File: src/rtl/rom_burst_arbiter.sv
// Two-client round-robin burst reader for the 64x16 code ROM, one word per cycle with address wrap.
// Optional response backpressure (rsp_ready port) is enabled by defining ROM_ARB_BACKPRESSURE_EN.
module rom_burst_arbiter #(
  parameter int unsigned AW = 6,
  parameter int unsigned DW = 16
) (
  input  logic          CLK,
  input  logic          RST,
  input  logic          req_valid0,
  input  logic          req_valid1,
  output logic          req_ready0,
  output logic          req_ready1,
  input  logic [AW-1:0] req_addr0,
  input  logic [AW-1:0] req_addr1,
  input  logic [AW-1:0] req_len0,
  input  logic [AW-1:0] req_len1,
  output logic          rom_cen,
  output logic [AW-1:0] rom_a,
  input  logic [DW-1:0] rom_q,
  output logic          rsp_valid,
`ifdef ROM_ARB_BACKPRESSURE_EN
  input  logic          rsp_ready,
`endif
  output logic [DW-1:0] rsp_data,
  output logic          rsp_id,
  output logic          rsp_last
);

  typedef enum logic {StIdle, StBusy} state_e;

  state_e        state_q, state_d;
  logic          owner_q, owner_d;
  logic [AW-1:0] cur_addr_q, cur_addr_d;
  logic [AW:0]   remain_q, remain_d;
  logic          prio_q, prio_d;
  logic          rsp_valid_q, rsp_valid_d;
  logic          rsp_last_q, rsp_last_d;

  logic          rsp_ready_int;
  logic          grant0, grant1;
  logic          accept, winner, issue, rsp_take;
  logic [AW-1:0] win_addr, win_len;

`ifdef ROM_ARB_BACKPRESSURE_EN
  assign rsp_ready_int = rsp_ready;
`else
  assign rsp_ready_int = 1'b1;
`endif

  // Arbitration and ROM strobe; issue is gated by RST so a reset drops the ROM enable at once.
  always_comb begin
    grant0     = req_valid0 & (~req_valid1 | ~prio_q);
    grant1     = req_valid1 & (~req_valid0 | prio_q);
    req_ready0 = (state_q == StIdle) & ~RST & grant0;
    req_ready1 = (state_q == StIdle) & ~RST & grant1;
    accept     = req_ready0 | req_ready1;
    winner     = req_ready1;
    win_addr   = winner ? req_addr1 : req_addr0;
    win_len    = winner ? req_len1 : req_len0;
    rsp_take   = rsp_valid_q & rsp_ready_int;
    issue      = (state_q == StBusy) & ~RST & (remain_q != '0) & (~rsp_valid_q | rsp_ready_int);
    rom_cen    = ~issue;
    rom_a      = cur_addr_q;
  end

  always_comb begin
    state_d     = state_q;
    owner_d     = owner_q;
    cur_addr_d  = cur_addr_q;
    remain_d    = remain_q;
    prio_d      = prio_q;
    rsp_valid_d = rsp_valid_q;
    rsp_last_d  = rsp_last_q;
    unique case (state_q)
      StIdle: begin
        if (accept) begin
          owner_d    = winner;
          cur_addr_d = win_addr;
          remain_d   = (AW+1)'(win_len) + (AW+1)'(1);
          prio_d     = ~winner;
          state_d    = StBusy;
        end
      end
      StBusy: begin
        if (issue) begin
          cur_addr_d  = cur_addr_q + AW'(1);
          remain_d    = remain_q - (AW+1)'(1);
          rsp_valid_d = 1'b1;
          rsp_last_d  = (remain_q == (AW+1)'(1));
        end else if (rsp_take) begin
          rsp_valid_d = 1'b0;
          rsp_last_d  = 1'b0;
        end
        // The last word can never coincide with an issue since remain is already zero.
        if (rsp_take & rsp_last_q) begin
          state_d = StIdle;
        end
      end
    endcase
  end

  always_ff @(posedge CLK) begin
    if (RST) begin
      state_q     <= StIdle;
      owner_q     <= 1'b0;
      cur_addr_q  <= '0;
      remain_q    <= '0;
      prio_q      <= 1'b0;
      rsp_valid_q <= 1'b0;
      rsp_last_q  <= 1'b0;
    end else begin
      state_q     <= state_d;
      owner_q     <= owner_d;
      cur_addr_q  <= cur_addr_d;
      remain_q    <= remain_d;
      prio_q      <= prio_d;
      rsp_valid_q <= rsp_valid_d;
      rsp_last_q  <= rsp_last_d;
    end
  end

  assign rsp_valid = rsp_valid_q;
  assign rsp_last  = rsp_last_q;
  assign rsp_id    = owner_q;
  assign rsp_data  = rom_q;

endmodule

File: config.mk
export PLATFORM = sky130hd
export DESIGN_NAME = rom_burst_arbiter
export DESIGN_NICKNAME = d
export VERILOG_FILES = /design/src/rtl/rom_burst_arbiter.sv
export SDC_FILE = /design/constraint.sdc
export NUM_CORES = 1
export LEC_CHECK = 0
export CORE_MARGIN = 2
export CORE_UTILIZATION = 40
export DETAILED_ROUTE_END_ITERATION = 12
export PLACE_DENSITY = 0.85
export SLEW_MARGIN = 5
export SYNTH_ARGS = -nofsm -noshare
export SYNTH_HDL_FRONTEND = slang
export SYNTH_SLANG_ARGS = --single-unit
File: constraint.sdc
create_clock -name CLK -period 2.6 [get_ports CLK]
set_input_delay 0.39 -clock CLK [delete_from_list [all_inputs] [get_ports CLK]]
set_output_delay 0.39 -clock CLK [all_outputs]
set_load 0.02 [all_outputs]
## Yosys cells after proc, flatten, opt, wreduce, memory -nomap -nowiden

Cells that the tools add are included.
Widths: inputs -> output; s select.

| storage, ports and cells | value |
|---|---|
| bits in registers | 18 |

| operators by class | value |
|---|---|
| $add $sub $neg | 3 |
| equal/unequal tests | 3 |
| reduce and logical (&&, ||, !) cells | 5 |
| multiplexer cells | 14 |
| bitwise logic cells | 18 |

Operators with widths:

| kind | count |
|---|---|
| $mux 6 | 4 |
| $mux 7 | 2 |
| $pmux 7 s2 | 1 |
| $pmux 6 s2 | 1 |
| $and 1x1->1 | 8 |
| $add 6x1->7 const B | 1 |
| $eq 7x1->1 const B | 1 |
| $not 1->1 | 7 |
| $reduce_bool 7->1 | 1 |
| $sub 7x1->7 const B | 1 |
| $add 6x1->6 const B | 1 |
| $reduce_and 2->1 | 3 |
| $mux 1 | 5 |
| $or 1x1->1 | 3 |
| $ne 2x1->1 const B | 1 |
| $ne 2x2->1 const B | 1 |
| $pmux 1 s2 | 1 |
| $reduce_bool 2->1 | 1 |

## Logic depth before layout (Yosys ltp)

| depth | value |
|---|---|
| depth after elaboration | 8 |
| gate-level depth with buffers | 11 |
| depth with buffers taken out | 10 |

## Least setup slack after synthesis

Ideal clock, no wire load.

| timing | value |
|---|---|
| path kind | reg2out |
| start point | reg remain_q[1] |
| end point | out rom_cen |
| arrival time | 1,520 ps |
| slack | 690 ps |
| required time | 2,210 ps |
| cell stages (with the launch flop) | 6 |
| cells stage by stage | dfxtp_1 inv_1 ha_1 or3b_4 nor4_4 or3_1 |

| on the way | value |
|---|---|
| word-level cells in the longest chain between the ends | 3 |

RTL lines:

| item | line | source |
|---|---|---|
| start: declaration | 34 | `logic [AW:0] remain_q, remain_d;` |
| start signal: assignment | 115 | `remain_q <= remain_d;` |
| $reduce_bool 7->1 | 61 | `issue = (state_q == StBusy) & ~RST & (remain_q != '0) & (~rsp_valid_q \| rsp_ready_int);` |
| $and 1x1->1 | 61 |  |
| $not 1->1 | 62 | `rom_cen = ~issue;` |
| end: declaration | 17 | `output logic rom_cen,` |

No other way between the ends.

## Worst setup path in the final report

| timing | value |
|---|---|
| start point | in req_valid0 |
| end point | out req_ready0 |

| on the way | value |
|---|---|
| word-level cells in the longest chain between the ends | 2 |

RTL lines:

| item | line | source |
|---|---|---|
| start: declaration | 9 | `input logic req_valid0,` |
| $and 1x1->1 | 52 | `grant0 = req_valid0 & (~req_valid1 \| ~prio_q);` |
| $and 1x1->1 | 54 | `req_ready0 = (state_q == StIdle) & ~RST & grant0;` |
| end: declaration | 11 | `output logic req_ready0,` |

No other way between the ends.

==> metrics.csv <==
stage,metric,value,unit
routing,drt_pass1_iterations,4,
timing,final.setup.tns,0,ps
routing,wl_met1,1630,um
timing,maxSlewHeadroom,68.9,%
setup_path,path_max_fanout,7,
finish,area_delta_synth_final,26.6,%
setup_path,start_kind,input port,
setup_path,end_kind,output pin,
finish,final_cell_mix,"38 x clkdlybuf4s50_1, 19 x nor2_1, 18 x dfxtp_1",
routing,post_drt_wl_per_cell,14.4,um
synthesis,ys_warn_count,0,
timing,fmax,405,MHz
routing,drt_first_iter_violations,46,
setup_path,critPathMaxStageDelay,640,ps
hold_path,min_path_type,flip-flop to flip-flop,
routing,vias,1401,
hold_path,hold_path_depth,1,
synthesis,yosysTopAreaCell,dfxtp_1,
setup_path,cp_data_arrival_time,2080,ps
floorplan,start_util,41.9,%
placed_design,preCtsSetupSlack,60.4,ps
power_and_ir_drop,p_leak,0.000657,uW
timing,drv_slew,0,
global_route,antenna_found_initial,0,
global_route,overflow,0,
floorplan,dieArea,4010,um^2
setup_path,cp_slowest_cell,clkdlybuf4s50_1,
setup_path,reg2reg_from,remain_q[1]$_SDFFE_PP0P_,
power_and_ir_drop,pwr_density_cell,470,nW/um^2
floorplan,core_region_area,3360,um^2
setup_path,crit_top_cell,clkdlybuf4s50_1,
routing,routed-wl-met2,1730,um
global_route,gr-usage-all-layers,17.9,%
timing,hold_viol,0,
clocking,cts_buffer_depth,2,
clocking,cts_tree,built,
setup_path,r2r_slack,470,ps
synthesis,avgSynthCellArea,7.96,um^2
power_and_ir_drop,finalPower,839,uW
placed_design,post-dp-hpwl,2800,um
timing,fin_skew,2.35,ps
clocking,clk_latency,300,ps
floorplan,chipWidth,63.3,um
routing,top_layer,met3,
timing,finalSetupViolCount,0,
floorplan,num_rows,21,
setup_path,r2r_cells,8,
finish,final_common_cell,clkdlybuf4s50_1,
status,status,finished clean,
synthesis,syn_nets,225,
clocking,postCtsSetupRepairBufs,0,
global_route,grt_pass1_wl,5920,um
timing,worst_pin_slew,462,ps
timing,rsz0062_at_grt,false,
hold_path,worstHoldEndpoint,state_q$_SDFF_PP0_,
synthesis,ys_ff_latch,18,
placed_design,portBuffers,39,
setup_path,crit_required,2210,ps
flow_run,max_cap_violations,0,
synthesis,netlist_area,1410,um^2
clocking,cts_root_buf,clkbuf_4,
placed_design,gp_congestion,0.869,
finish,nets,254,
power_and_ir_drop,peakVddDrop,0.245,mV
synthesis,synth_top_area_share,25.6,%
synthesis,synth_cells,177,
finish,final_layout_size_suffix_gt1_share,13.7,%
floorplan,die_h,63.3,um
routing,drcViolationCount,0,
global_route,grt_max_degree,21,
routing,wl_met3,237,um
synthesis,synthTopCellsByArea,"dfxtp_1 26%, buf_4 9.1%, nor2_1 5.1%, nand2_1 4.5%, xnor2_1 3.7%",
routing,postRouteAntennaNets,0,
clocking,h-tree-depth,1,
routing,vias_per_cell,5.58,
clocking,numClockSinks,18,
setup_path,worst-setup-path-type,input port to output pin,
finish,fillers,346,
setup_path,cp_cell_sequence,clkdlybuf4s50_1 -> nand2b_2 -> nand3_2 -> inv_2 -> nor2_1 -> clkdlybuf4s50_1,
clocking,cts.clk_slew.worst_paths,110,ps
timing,fin_ws,134,ps
finish,antennaDiodeCount,0,
floorplan,pin_count,72,
setup_path,reg2reg_to,rom_a[5]$_SDFFE_PP0P_,
hold_path,hold_start,rsp_last$_SDFFE_PP0P_,
synthesis,ys_seq_area_share,25.6,%
timing,period_share,94.9,%
routing,routed_wl,3610,um
timing,period_minus_slack,2470,ps
synthesis,synth_cell_types,45,
global_route,grt_pass1_vias,1327,
clocking,numCtsBuffers,3,
-- power by group --
group	switching, uW	leakage, uW	total, uW	internal, uW
logic	163	0.000487	323	160
registers	33.0	0.000149	337	304
clock network	93.8	0.0000210	179	85.5
total	290	0.000657	839	549
-- logic make-up (layout without fill, tap and decap cells) --
| kind of cell | count (synthesis) | after routing | synth area share [%] |
|---|---|---|---|
| flip-flops | 18 | 18 | 25.6 |
| buffers and inverters | 30 | 58 | 13.2 |
| AO/OA/AOI/OAI | 46 | 46 | 24.5 |
| AND/OR/NAND/NOR | 66 | 66 | 23.9 |
| XOR/XNOR | 9 | 9 | 5.60 |
| adder cells (fa/ha/maj) | 4 | 4 | 3.55 |
| multiplexers | 4 | 4 | 3.64 |
-- critical path, delay by kind of cell --
kind                   cells  cell delay [ps]
AND/OR/NAND/NOR            3              420
buffers and inverters      3             1260
-- flip-flops by register name, indices dropped and copies added (netlist names) --
name	flops
remain_q	7
rom_a	6
prio_q	1
rsp_id	1
rsp_last	1
rsp_valid	1
state_q	1
-- how the worst max path moves through the flow --
| stage | startpoint | end | cells after the start |
|---|---|---|---|
| 3_5_place_dp | remain_q[0]$_SDFFE_PP0P_ | rom_cen | 6 |
| 6_report | req_valid0 | req_ready0 | 6 |
| 5_1_grt | req_valid0 | req_ready0 | 6 |
| 3_3_place_gp | remain_q[1]$_SDFFE_PP0P_ | rom_cen | 6 |
| 2_1_floorplan | remain_q[1]$_SDFFE_PP0P_ | rom_cen | 5 |
| 4_1_cts | remain_q[0]$_SDFFE_PP0P_ | rom_cen | 6 |
-- layer usage --
layer,up-vias,track usage (%)
li1,685,-
met2,56,30.4
met5,-,0
met1,660,23.8
met4,0,2.45
met3,0,3.93
-- timing repair --
item / CTS / global route
resized for setup: 2 / 1
endpoints found under the setup margin: 1 / 1
pin swaps: 0 / 0
hold buffers: 0 / 0
endpoints found under the hold margin: 0 / 0
-- stage by stage --
stage	instances	hold WS [ps]	instance area, um^2	utilization [%]
floorplan	177	476	1410	-
global placement	247	461	1750	52.1
detailed placement	247	463	1750	52.1
CTS	251	489	1790	53.2
global route	251	525	1780	53.1
finish	251	483	1780	53.1
-- layout make-up --
type,instances,area (um^2),area share [%]
Sequential cell,18,360,20.2
Multi-Input combinational cell,129,862,48.3
Inverter,8,30.0,1.68
Clock buffer,4,36.3,2.03
Tap cell,46,57.6,3.23
Timing Repair Buffer,46,438,24.5
-- synth_stat cells (all sizes together) --
master and number:
a2111o 1, a211oi 5, a21boi 1, a21o 2, a21oi 5, a221oi 2, a22oi 5, a311oi 2
a31oi 8, a32oi 1, and3 3, buf 20, clkbuf 2, dfxtp 18, ha 4, inv 8
mux2 3, mux2i 1, nand2 17, nand2b 2, nand3 11, nand3b 3, nor2 20, nor3 4
nor4 3, o211ai 1, o21ai 10, o22ai 1, o32ai 2, or3 1, or3b 1, or4 1
xnor2 6, xor2 3
Power figures use the tool's default switching activity.
